<file path="config.mk">
export PLATFORM = sky130hd
export DESIGN_NAME = game_state_controller
export DESIGN_NICKNAME = d
export VERILOG_FILES = /design/src/rtl/game_state_controller.sv
export SDC_FILE = /design/constraint.sdc
export NUM_CORES = 1
export LEC_CHECK = 0
export CORE_MARGIN = 2
export CORE_UTILIZATION = 35
export CTS_CLUSTER_SIZE = 14
export DETAILED_ROUTE_END_ITERATION = 8
export GPL_ROUTABILITY_DRIVEN = 0
export PLACE_DENSITY = 0.58
export SKIP_LAST_GASP = 1
export SYNTH_ARGS = -nofsm -noshare
export SYNTH_HDL_FRONTEND = slang
export SYNTH_SLANG_ARGS = --single-unit
</file>
<file path="constraint.sdc">
create_clock -name clk -period 2.2 [get_ports clk]
set_input_delay 0.55 -clock clk [delete_from_list [all_inputs] [get_ports clk]]
set_output_delay 0.55 -clock clk [all_outputs]
set_load 0.01 [all_outputs]
</file>
<file path="src/rtl/game_state_controller.sv">
// game_state_controller: round sequencer for the maze game.
// Tracks lives and remaining pellets, sequences the round phases and drives
// the sprite spawn-reset pulse and the motion freeze level.
// All outputs are registered; state transitions land on the edge after the
// inputs are sampled. The current phase is visible on the state output.
module game_state_controller #(
  parameter int          LIVES        = 3,
  parameter int          READY_CYCLES = 50000000,
  parameter int          DEATH_CYCLES = 25000000,
  parameter logic [11:0] TOTAL_FOOD   = 12'd1000,
  parameter int          TIMER_W      = 27
) (
  input  logic        clk,
  input  logic        rst,
  input  logic        start_btn,
  input  logic        pacman_is_dead,
  input  logic        food_eaten,
  output logic        game_rst,
  output logic        freeze,
  output logic [1:0]  lives,
  output logic [11:0] pellets_left,
  output logic        game_over,
  output logic        level_clear,
  output logic [2:0]  state
);

  typedef enum logic [2:0] {
    S_IDLE        = 3'd0,
    S_READY       = 3'd1,
    S_PLAY        = 3'd2,
    S_DYING       = 3'd3,
    S_GAME_OVER   = 3'd4,
    S_LEVEL_CLEAR = 3'd5
  } state_t;

  localparam logic [1:0]         LIVES_LOAD = 2'(LIVES);
  localparam logic [TIMER_W-1:0] READY_LOAD = TIMER_W'(READY_CYCLES - 1);
  localparam logic [TIMER_W-1:0] DEATH_LOAD = TIMER_W'(DEATH_CYCLES - 1);

  state_t             state_q;
  logic [TIMER_W-1:0] timer;
  logic               start_q;
  logic               start_press;

  // A held button yields a single press: rising edge against last sample.
  assign start_press = start_btn & ~start_q;
  assign state       = state_q;

  // Phase sequencer; every output is set alongside the transition that
  // changes it so the outputs line up with the new state.
  always_ff @(posedge clk) begin
    if (rst) begin
      state_q      <= S_IDLE;
      lives        <= LIVES_LOAD;
      pellets_left <= TOTAL_FOOD;
      timer        <= '0;
      start_q      <= 1'b0;
      freeze       <= 1'b1;
      game_rst     <= 1'b0;
      game_over    <= 1'b0;
      level_clear  <= 1'b0;
    end else begin
      start_q  <= start_btn;
      game_rst <= 1'b0;
      case (state_q)
        S_IDLE: begin
          if (start_press) begin
            state_q      <= S_READY;
            lives        <= LIVES_LOAD;
            pellets_left <= TOTAL_FOOD;
            timer        <= READY_LOAD;
            game_rst     <= 1'b1;
            freeze       <= 1'b1;
          end
        end
        S_READY: begin
          // Collisions, pellets and the start button are all ignored here.
          if (timer == '0) begin
            state_q <= S_PLAY;
            freeze  <= 1'b0;
          end else begin
            timer <= timer - 1'b1;
          end
        end
        S_PLAY: begin
          if (pacman_is_dead) begin
            // Death wins over a pellet eaten in the same cycle.
            state_q <= S_DYING;
            lives   <= lives - 2'd1;
            timer   <= DEATH_LOAD;
            freeze  <= 1'b1;
          end else if (food_eaten && pellets_left == 12'd1) begin
            pellets_left <= 12'd0;
            state_q      <= S_LEVEL_CLEAR;
            level_clear  <= 1'b1;
            freeze       <= 1'b1;
          end else if (food_eaten && pellets_left != 12'd0) begin
            pellets_left <= pellets_left - 12'd1;
          end
        end
        S_DYING: begin
          // A collision level still held here costs no further lives.
          if (timer == '0) begin
            if (lives == 2'd0) begin
              state_q   <= S_GAME_OVER;
              game_over <= 1'b1;
            end else begin
              state_q  <= S_READY;
              timer    <= READY_LOAD;
              game_rst <= 1'b1;
            end
          end else begin
            timer <= timer - 1'b1;
          end
        end
        S_GAME_OVER: begin
          if (start_press) begin
            state_q      <= S_READY;
            lives        <= LIVES_LOAD;
            pellets_left <= TOTAL_FOOD;
            timer        <= READY_LOAD;
            game_rst     <= 1'b1;
            game_over    <= 1'b0;
          end
        end
        S_LEVEL_CLEAR: begin
          // New level: pellets refill, lives carry over.
          if (start_press) begin
            state_q      <= S_READY;
            pellets_left <= TOTAL_FOOD;
            timer        <= READY_LOAD;
            game_rst     <= 1'b1;
            level_clear  <= 1'b0;
          end
        end
        default: begin
          state_q     <= S_IDLE;
          freeze      <= 1'b1;
          game_over   <= 1'b0;
          level_clear <= 1'b0;
        end
      endcase
    end
  end

endmodule
</file>
Word-level counts from Yosys, hierarchy flattened
Index checks and enable logic that the tools add are counted.
{"block": "op_classes", "n_bitwise": 5, "reduce_logical": 21, "muxes": 36, "eq_ne": 21, "add_sub_neg": 3}
{"op": "$mux W27", "n": 5}
{"op": "$pmux W27 S4", "n": 1}
{"op": "$mux W12", "n": 4}
{"op": "$logic_not A27 Y1", "n": 1}
{"op": "$sub A27 B1 Y27 const B", "n": 1}
{"op": "$pmux W12 S2", "n": 1}
{"op": "$ne A2 B2 Y1 const B", "n": 10}
{"op": "$reduce_and A4 Y1", "n": 5}
{"op": "$mux W3", "n": 6}
{"op": "$eq A12 B1 Y1 const B", "n": 1}
{"op": "$pmux W3 S4", "n": 1}
{"op": "$reduce_bool A12 Y1", "n": 1}
{"op": "$sub A12 B1 Y12 const B", "n": 1}
{"op": "$mux W1", "n": 11}
{"op": "$ne A3 B3 Y1 const B", "n": 3}
{"op": "$reduce_or A4 Y1", "n": 2}
{"op": "$eq A3 B2 Y1 const B", "n": 2}
{"op": "$eq A3 B3 Y1 const B", "n": 2}
{"op": "$pmux W1 S3", "n": 2}
{"op": "$reduce_or A3 Y1", "n": 2}
{"op": "$reduce_and A5 Y1", "n": 1}
{"op": "$mux W2", "n": 2}
{"op": "$ne A2 B1 Y1 const B", "n": 2}
{"op": "$not A1 Y1", "n": 4}
{"op": "13 further kinds", "n": 15}
{"block": "word_totals", "out_inout_bits": 21, "input_bits": 5, "wordCells": 95, "register_bits": 49}

Depth between registers and ports, before layout
Gate-level depths: netlist of run 1.
{"block": "logic_depth", "word_depth": 6, "mapped_depth": 9}

Worst setup path before layout of run 1
Ideal clock, no wire load.
{"block": "synth_timing", "path_kind": "in2reg", "from": "input port pacman_is_dead", "to": "register pellets_left[3]", "t_arrival_ns": 2.022, "slack_ns": 0.056, "required_ns": 2.078, "path_stages": 6, "path_cell_list": "buf_1 -> nor4b_1 -> a21oi_1 -> a31o_4 -> or4_1 -> a221o_1"}
{"block": "synth_between", "elab_chain_cells": 2}
{"element": "from (decl)", "line": "16", "source": "input logic pacman_is_dead,"}
{"element": "$ne A2 B2 Y1 (no source line)"}
{"element": "$reduce_and A4 Y1 (no source line)"}
{"element": "to (signal assigned)", "line": "98", "source": "pellets_left <= pellets_left - 12'd1;"}
{"element": "to (decl)", "line": "21", "source": "output logic [11:0] pellets_left,"}
No other way between the ends.
A chain may end at the register's enable or synchronous reset.

Final worst setup path of run 1
{"block": "layout_timing", "from": "register state_q[1], in the netlist state[1]", "to": "output port state[1]"}
{"element": "from (decl)", "line": "40", "source": "state_t state_q;"}
{"element": "from (signal assigned)", "line": "53", "source": "state_q <= S_IDLE;"}
{"element": "from (signal assigned)", "line": "68", "source": "state_q <= S_READY;"}
{"element": "from (signal assigned)", "line": "79", "source": "state_q <= S_PLAY;"}
{"element": "to (decl)", "line": "24", "source": "output logic [2:0] state"}
No word-level cell between the ends.

==> impl_metrics.json, run 1 <==
{
  "synth_ff_type": "dfxtp_1",
  "vias": 3472,
  "endpoint_kind": "output port",
  "clkSinkCount": 49,
  "p_per_area_nw_per_um2": 975.1,
  "clk_pin_slew_worst_paths_ns": 0.09,
  "r2r-end": "timer[17]",
  "cts_made_buffers": 5,
  "antenna_cells": 0,
  "period_share": 0.9770,
  "yosys.area.top_type": "dfxtp_1",
  "die_area_um2": 9761,
  "hold_path_class": "register to register",
  "cp.arrival_ns": 1.60,
  "grt-ovfl-total": 0,
  "postSynthAreaPerCell_um2": 8.170,
  "min_period_ns": 2.149,
  "wirelength_um": 9904,
  "viasPerCell": 5.895,
  "cts_tree": "done",
  "async_flop_share": 0,
  "synth_edf_count": 0,
  "core_um2": 8721,
  "synth_cell_type_count": 67,
  "seqPwrFrac": 0.296,
  "die_h_um": 98.80,
  "grt_pass1_wl_um": 16400,
  "antenna_found_initial": 0,
  "first_pass_iters": 5,
  "place_area_um2": 4025,
  "clk_latency_ns": 0.31,
  "postLayoutCellArea_um2": 4219,
  "internal_power_mw": 2.371,
  "rrSetupSlack_ns": 0.05,
  "hold_viol": 0,
  "yosysWarningCount": 0,
  "cp_max_fo": 12,
  "p_sw_mw": 1.743,
  "syn_area_um2": 3146,
  "dp.cells": 576,
  "p_leak_nw": 1.652,
  "fin_cells": 589,
  "ios": 26,
  "area_growth_pct": 34.13,
  "required_ns": 1.65,
  "cp_cell_sequence": "buf_4 -> clkdlybuf4s50_1",
  "synthesis.nets": 394,
  "ys_ff_latch": 49,
  "worst_path_max_delay_cell": "clkdlybuf4s50_1",
  "r2r_start": "timer[0]",
  "comb_power_share": 0.567,
  "slew_headroom": 0.6415,
  "outcome": "completed",
  "rows": 34,
  "cap_violations": 0,
  "grt_max_degree": 46,
  "ir_worst_vdd_uv": 610.8,
  "rsz0062_at_grt": "yes",
  "setup_viol": 0,
  "io_buffers": 25,
  "track_usage": 0.2040,
  "worst_setup_path_start_kind": "register",
  "dp_worst_setup_slack_ns": -0.2809,
  "fin_skew_ns": 0.009639,
  "htree_levels": 2,
  "grt_pass1_vias": 3262,
  "max_stage_delay_ns": 0.55,
  "worst_slew_pin_slew_ns": 0.5358,
  "swShare": 0.4236,
  "synthTopCellsByCount": "49 x dfxtp_1, 33 x nand2_1, 27 x a21oi_1, 26 x nor2_1, 25 x nor3_1",
  "hold_depth": 2,
  "ys_seq_area_frac": 0.3119,
  "drive_gt1_frac": 0.2599,
  "routedWlPerCell_um": 16.81,
  "die_w_um": 98.80,
  "cts-root-buf": "clkbuf_8",
  "hp-start": "timer[18]",
  "hold_end": "timer[18]",
  "drc": 0,
  "cts_hold_buf": 0,
  "fmax_mhz": 465.3,
  "maxSlewViolCount": 0,
  "nets": 490,
  "criticalPathCategory": "register to output port",
  "dp_hpwl_um": 7305,
  "worstRegToRegCells": 9,
  "synth.most_common_cell": "dfxtp_1",
  "drt_iter0_drc": 217,
  "clockBufferDepth": 2,
  "synthTopCellsByArea": "dfxtp_1 31%, a21oi_1 4.3%, nor3_1 4.0%",
  "floorplan.initialDensity": 0.3607,
  "syn_inst": 385,
  "timing.final.ws_setup_ns": 0.05070,
  "clkPwrFrac": 0.137,
  "netlist.area_leader.share": 0.3119,
  "ant_nets": 0
}
worst max path at each step:
stage,startpoint,endpoint,slack [ns],depth (start not counted)
floorplan,pacman_is_dead,pellets_left[3],0.06,6
global placement,pacman_is_dead,pellets_left[3],-0.30,7
detailed placement,pacman_is_dead,pellets_left[3],-0.28,7
CTS,timer[0],timer[14],-0.0002,9
global route,timer[0],state[1],-0.04,10
finish,state[1],state[1],0.05,2
registers in the layout (all words and copies together), names as in the netlist:
name	cells
pellets_left	12
timer	27
start_q	1
freeze	1
game_over	1
level_clear	1
lives	2
state	3
game_rst	1
what timing repair did:
action	4_1_cts	5_1_grt
resized for setup	3	11
hold endpoints to repair	0	0
cloned	0	0
setup buffers	2	4
endpoints found under the setup margin	15	22
pin swaps	2	5
cell type report:
type	instances	area [um2]
repair buffers	112	932.1
multi-input cells	295	2017
clock buffers	7	86.33
flip-flops and latches	49	980.9
fillers	879	4502
inverters	18	67.56
well taps	108	135.1
power groups by stage:
stage	registers [mW]	logic, mW	clock network [mW]
2_1_floorplan	1.24	1.22	0
3_3_place_gp	1.22	2.17	0
3_5_place_dp	1.23	2.20	0
4_1_cts	1.21	2.23	0.583
5_1_grt	1.24	2.54	0.620
6_report	1.22	2.33	0.562
kinds of logic after synthesis:
logic type	share of synthesized area
AO/OA/AOI/OAI	0.2928
adder cells (fa/ha/maj)	0.01591
buffers and inverters	0.06563
flip-flops	0.3119
AND/OR/NAND/NOR	0.3138
cells in the final DEF, fill, tap and decap left out, drive strengths merged, types with 11 or more instances in the layout:
cell type / n
dfxtp: 49
o21ai: 23
clkdlybuf4s50: 25
a31oi: 11
nor4: 21
nor3: 26
nor2: 26
buf: 87
a21oi: 27
nand2: 33
inv: 18
worst max-delay path: cells and delay by family (launching register included):
kind                   cells  cell delay [ns]
buffers and inverters      2             0.80
flip-flops                 1             0.49
per-layer routing:
metal	wire length (um)	global-route usage	vias up
li1	-	-	1704
met1	4583	0.2866	1668
met2	4822	0.3311	93
met3	440	0.03475	7
met4	59	0.04004	0
met5	0	0	-
metrics by stage:
stage,hold slack [ns],setup TNS (ns),total power [mW],util
after floorplan,0.4455,0,2.459,-
after CTS,0.4820,-0.0002325,4.025,0.4739
after global routing,0.5070,-0.06953,4.409,0.4838
after detailed placement,0.4689,-2.814,3.429,0.4615
final,0.4935,0,4.114,0.4838
after global placement,0.4662,-1.864,3.392,0.4615
Note: power is estimated with default switching activity, not from simulation.
==> run 2, diff against run 1 <==
--- a/config.mk
+++ b/config.mk
@@ -5,6 +5,7 @@
 export SDC_FILE = /design/constraint.sdc
 export NUM_CORES = 1
 export LEC_CHECK = 0
+export CAP_MARGIN = 30
 export CORE_MARGIN = 2
 export CORE_UTILIZATION = 35
 export CTS_CLUSTER_SIZE = 14
==> results of run 2 <==
Final layout, timing and power as in run 1 (identical DEF).
==> run 3, diff against run 2 <==
--- a/config.mk
+++ b/config.mk
@@ -7,11 +7,12 @@
 export LEC_CHECK = 0
 export CAP_MARGIN = 30
 export CORE_MARGIN = 2
-export CORE_UTILIZATION = 35
+export CORE_UTILIZATION = 51
 export CTS_CLUSTER_SIZE = 14
 export DETAILED_ROUTE_END_ITERATION = 8
 export GPL_ROUTABILITY_DRIVEN = 0
-export PLACE_DENSITY = 0.58
+export GPL_TIMING_DRIVEN = 0
+export PLACE_DENSITY = 0.74
 export SKIP_LAST_GASP = 1
 export SYNTH_ARGS = -nofsm -noshare
 export SYNTH_HDL_FRONTEND = slang
==> constraint.sdc (replaced) <==
create_clock -name clk -period 2.4 [get_ports clk]
set_input_delay 0.6 -clock clk [delete_from_list [all_inputs] [get_ports clk]]
set_output_delay 0.6 -clock clk [all_outputs]
set_load 0.01 [all_outputs]
==> impl_metrics.json, run 3 (synthesis results as in run 1) <==
{
  "clkSinkCount": 49,
  "required_ns": 2.61,
  "max_stage_delay_ns": 0.50,
  "grt_pass1_vias": 3006,
  "worst_path_max_delay_cell": "clkdlybuf4s50_1",
  "antenna_cells": 0,
  "worst_slew_pin_slew_ns": 0.8219,
  "antenna_found_initial": 0,
  "final_common_cell": "dfxtp_1",
  "drc": 0,
  "final_cell_mix": "48 x dfxtp_1, 33 x nand2_1, 27 x a21oi_1, 25 x nor3_1, 25 x nor2_1",
  "drive_gt1_frac": 0.1164,
  "core_um2": 5956,
  "clockBufferDepth": 2,
  "fmax_mhz": 434.1,
  "rsz0062_at_grt": "yes",
  "first_pass_iters": 5,
  "path_buf_inv": 1,
  "wirelength_um": 9230,
  "p_leak_nw": 1.313,
  "cts_made_buffers": 5,
  "grt_pass1_wl_um": 14950,
  "period_share": 0.9598,
  "endpoint_kind": "register",
  "ant_nets": 0,
  "hold_path_class": "register to register",
  "largest_reg_flops": 27,
  "fin_cells": 496,
  "criticalPathCategory": "primary input to register",
  "die_w_um": 82.54,
  "dp.cells": 483,
  "die_h_um": 82.54,
  "cp_top_family": "simple AND/OR/NAND/NOR gates",
  "io_buffers": 23,
  "vias": 3336,
  "viasPerCell": 6.726,
  "p_per_area_nw_per_um2": 920.4,
  "slew_headroom": 0.4470,
  "cp_cell_sequence": "clkdlybuf4s50_1 -> and2_2 -> nand4_4 -> a31o_4 -> or4_1 -> a221o_1",
  "setup_viol": 0,
  "cap_violations": 0,
  "place_area_um2": 3470,
  "area_growth_pct": 16.51,
  "clk_pin_slew_worst_paths_ns": 0.10,
  "rows": 28,
  "worst_setup_path_start_kind": "primary input",
  "clk_latency_ns": 0.31,
  "largest-register": "timer",
  "nets": 429,
  "ios": 26,
  "routedWlPerCell_um": 18.61,
  "grt-ovfl-total": 0,
  "cts_hold_buf": 0,
  "htree_levels": 2,
  "ir_worst_vdd_uv": 447.9,
  "maxSlewViolCount": 0,
  "track_usage": 0.2827,
  "grt_max_degree": 16,
  "drt_iter0_drc": 199,
  "floorplan.initialDensity": 0.5282,
  "fin_skew_ns": 0.008569,
  "cts_tree": "done",
  "min_period_ns": 2.304,
  "postLayoutCellArea_um2": 3665,
  "cts-root-buf": "clkbuf_8",
  "outcome": "completed",
  "cp.arrival_ns": 2.51,
  "die_area_um2": 6812,
  "dp_hpwl_um": 6441,
  "hold_viol": 0,
  "cp_max_fo": 8
}
==> run 3: cell types whose count changed in the layout (fill, tap and decap cells not counted), moves of 2 or more <==
cell             delta
buf_12              -2
buf_2               +3
buf_4              -80
buf_6               +5
clkbuf_1           +11
clkdlybuf4s50_1     -2
nor3_1              +2
nor3_2              -2
nor4_2              -2
==> run 3: area by class of cell <==
class / count / area (um2)
multi-input combinational: 295 / 1987
buffer: 23 / 151.4
clock inverter: 2 / 38.79
inverter: 18 / 67.56
tap: 75 / 93.84
clock buffer: 6 / 72.57
timing repair buffer: 28 / 271.5
sequential: 49 / 982.2
fill: 564 / 2291
==> run 3: path summary, 6_finish.rpt <==
| kind | from | to | slack, ns | cells past startpoint |
|---|---|---|---|---|
| max | food_eaten | pellets_left[3] | 0.1 | 6 |
| min | timer[0] | timer[0] | 0.48 | 1 |
| max reg2reg | timer[1] | timer[11] | 0.11 | 9 |
| min reg2reg | timer[0] | timer[0] | 0.48 | 1 |
==> run 3: timing repair <==
action                                  4_1_cts  5_1_grt
pin swaps                                     0        4
endpoints found under the setup margin        2       32
buffers inserted                              0        5
resized for setup                             2       13
==> run 3: routing by layer <==
| layer | wire (um) | up-vias | GRT usage |
|---|---|---|---|
| met2 | 4228 | 170 | 0.4645 |
| met1 | 4134 | 1576 | 0.3923 |
| met5 | 0 | - | 0 |
| met4 | 154 | 0 | 0.07705 |
| met3 | 713 | 21 | 0.03152 |
| li1 | - | 1569 | - |
==> run 3: stage by stage <==
step	TNS, ns	util	power, mW	hold slack (ns)	worst slack, ns
2_1_floorplan	0	-	2.254	0.4455	0.2058
3_5_place_dp	-3.570	0.5826	2.675	0.4676	-0.3592
5_1_grt	-0.009423	0.6153	3.589	0.5078	-0.004842
6_report	0	0.6153	3.373	0.4780	0.09645
4_1_cts	-0.02184	0.6038	3.301	0.4921	-0.02184
3_3_place_gp	-3.308	0.5826	2.650	0.4619	-0.3393
==> run 3: power by group <==
part / switching (mW) / internal [mW]
logic: 1.01 / 0.587
registers: 0.201 / 0.956
clock network: 0.305 / 0.314
total: 1.52 / 1.86
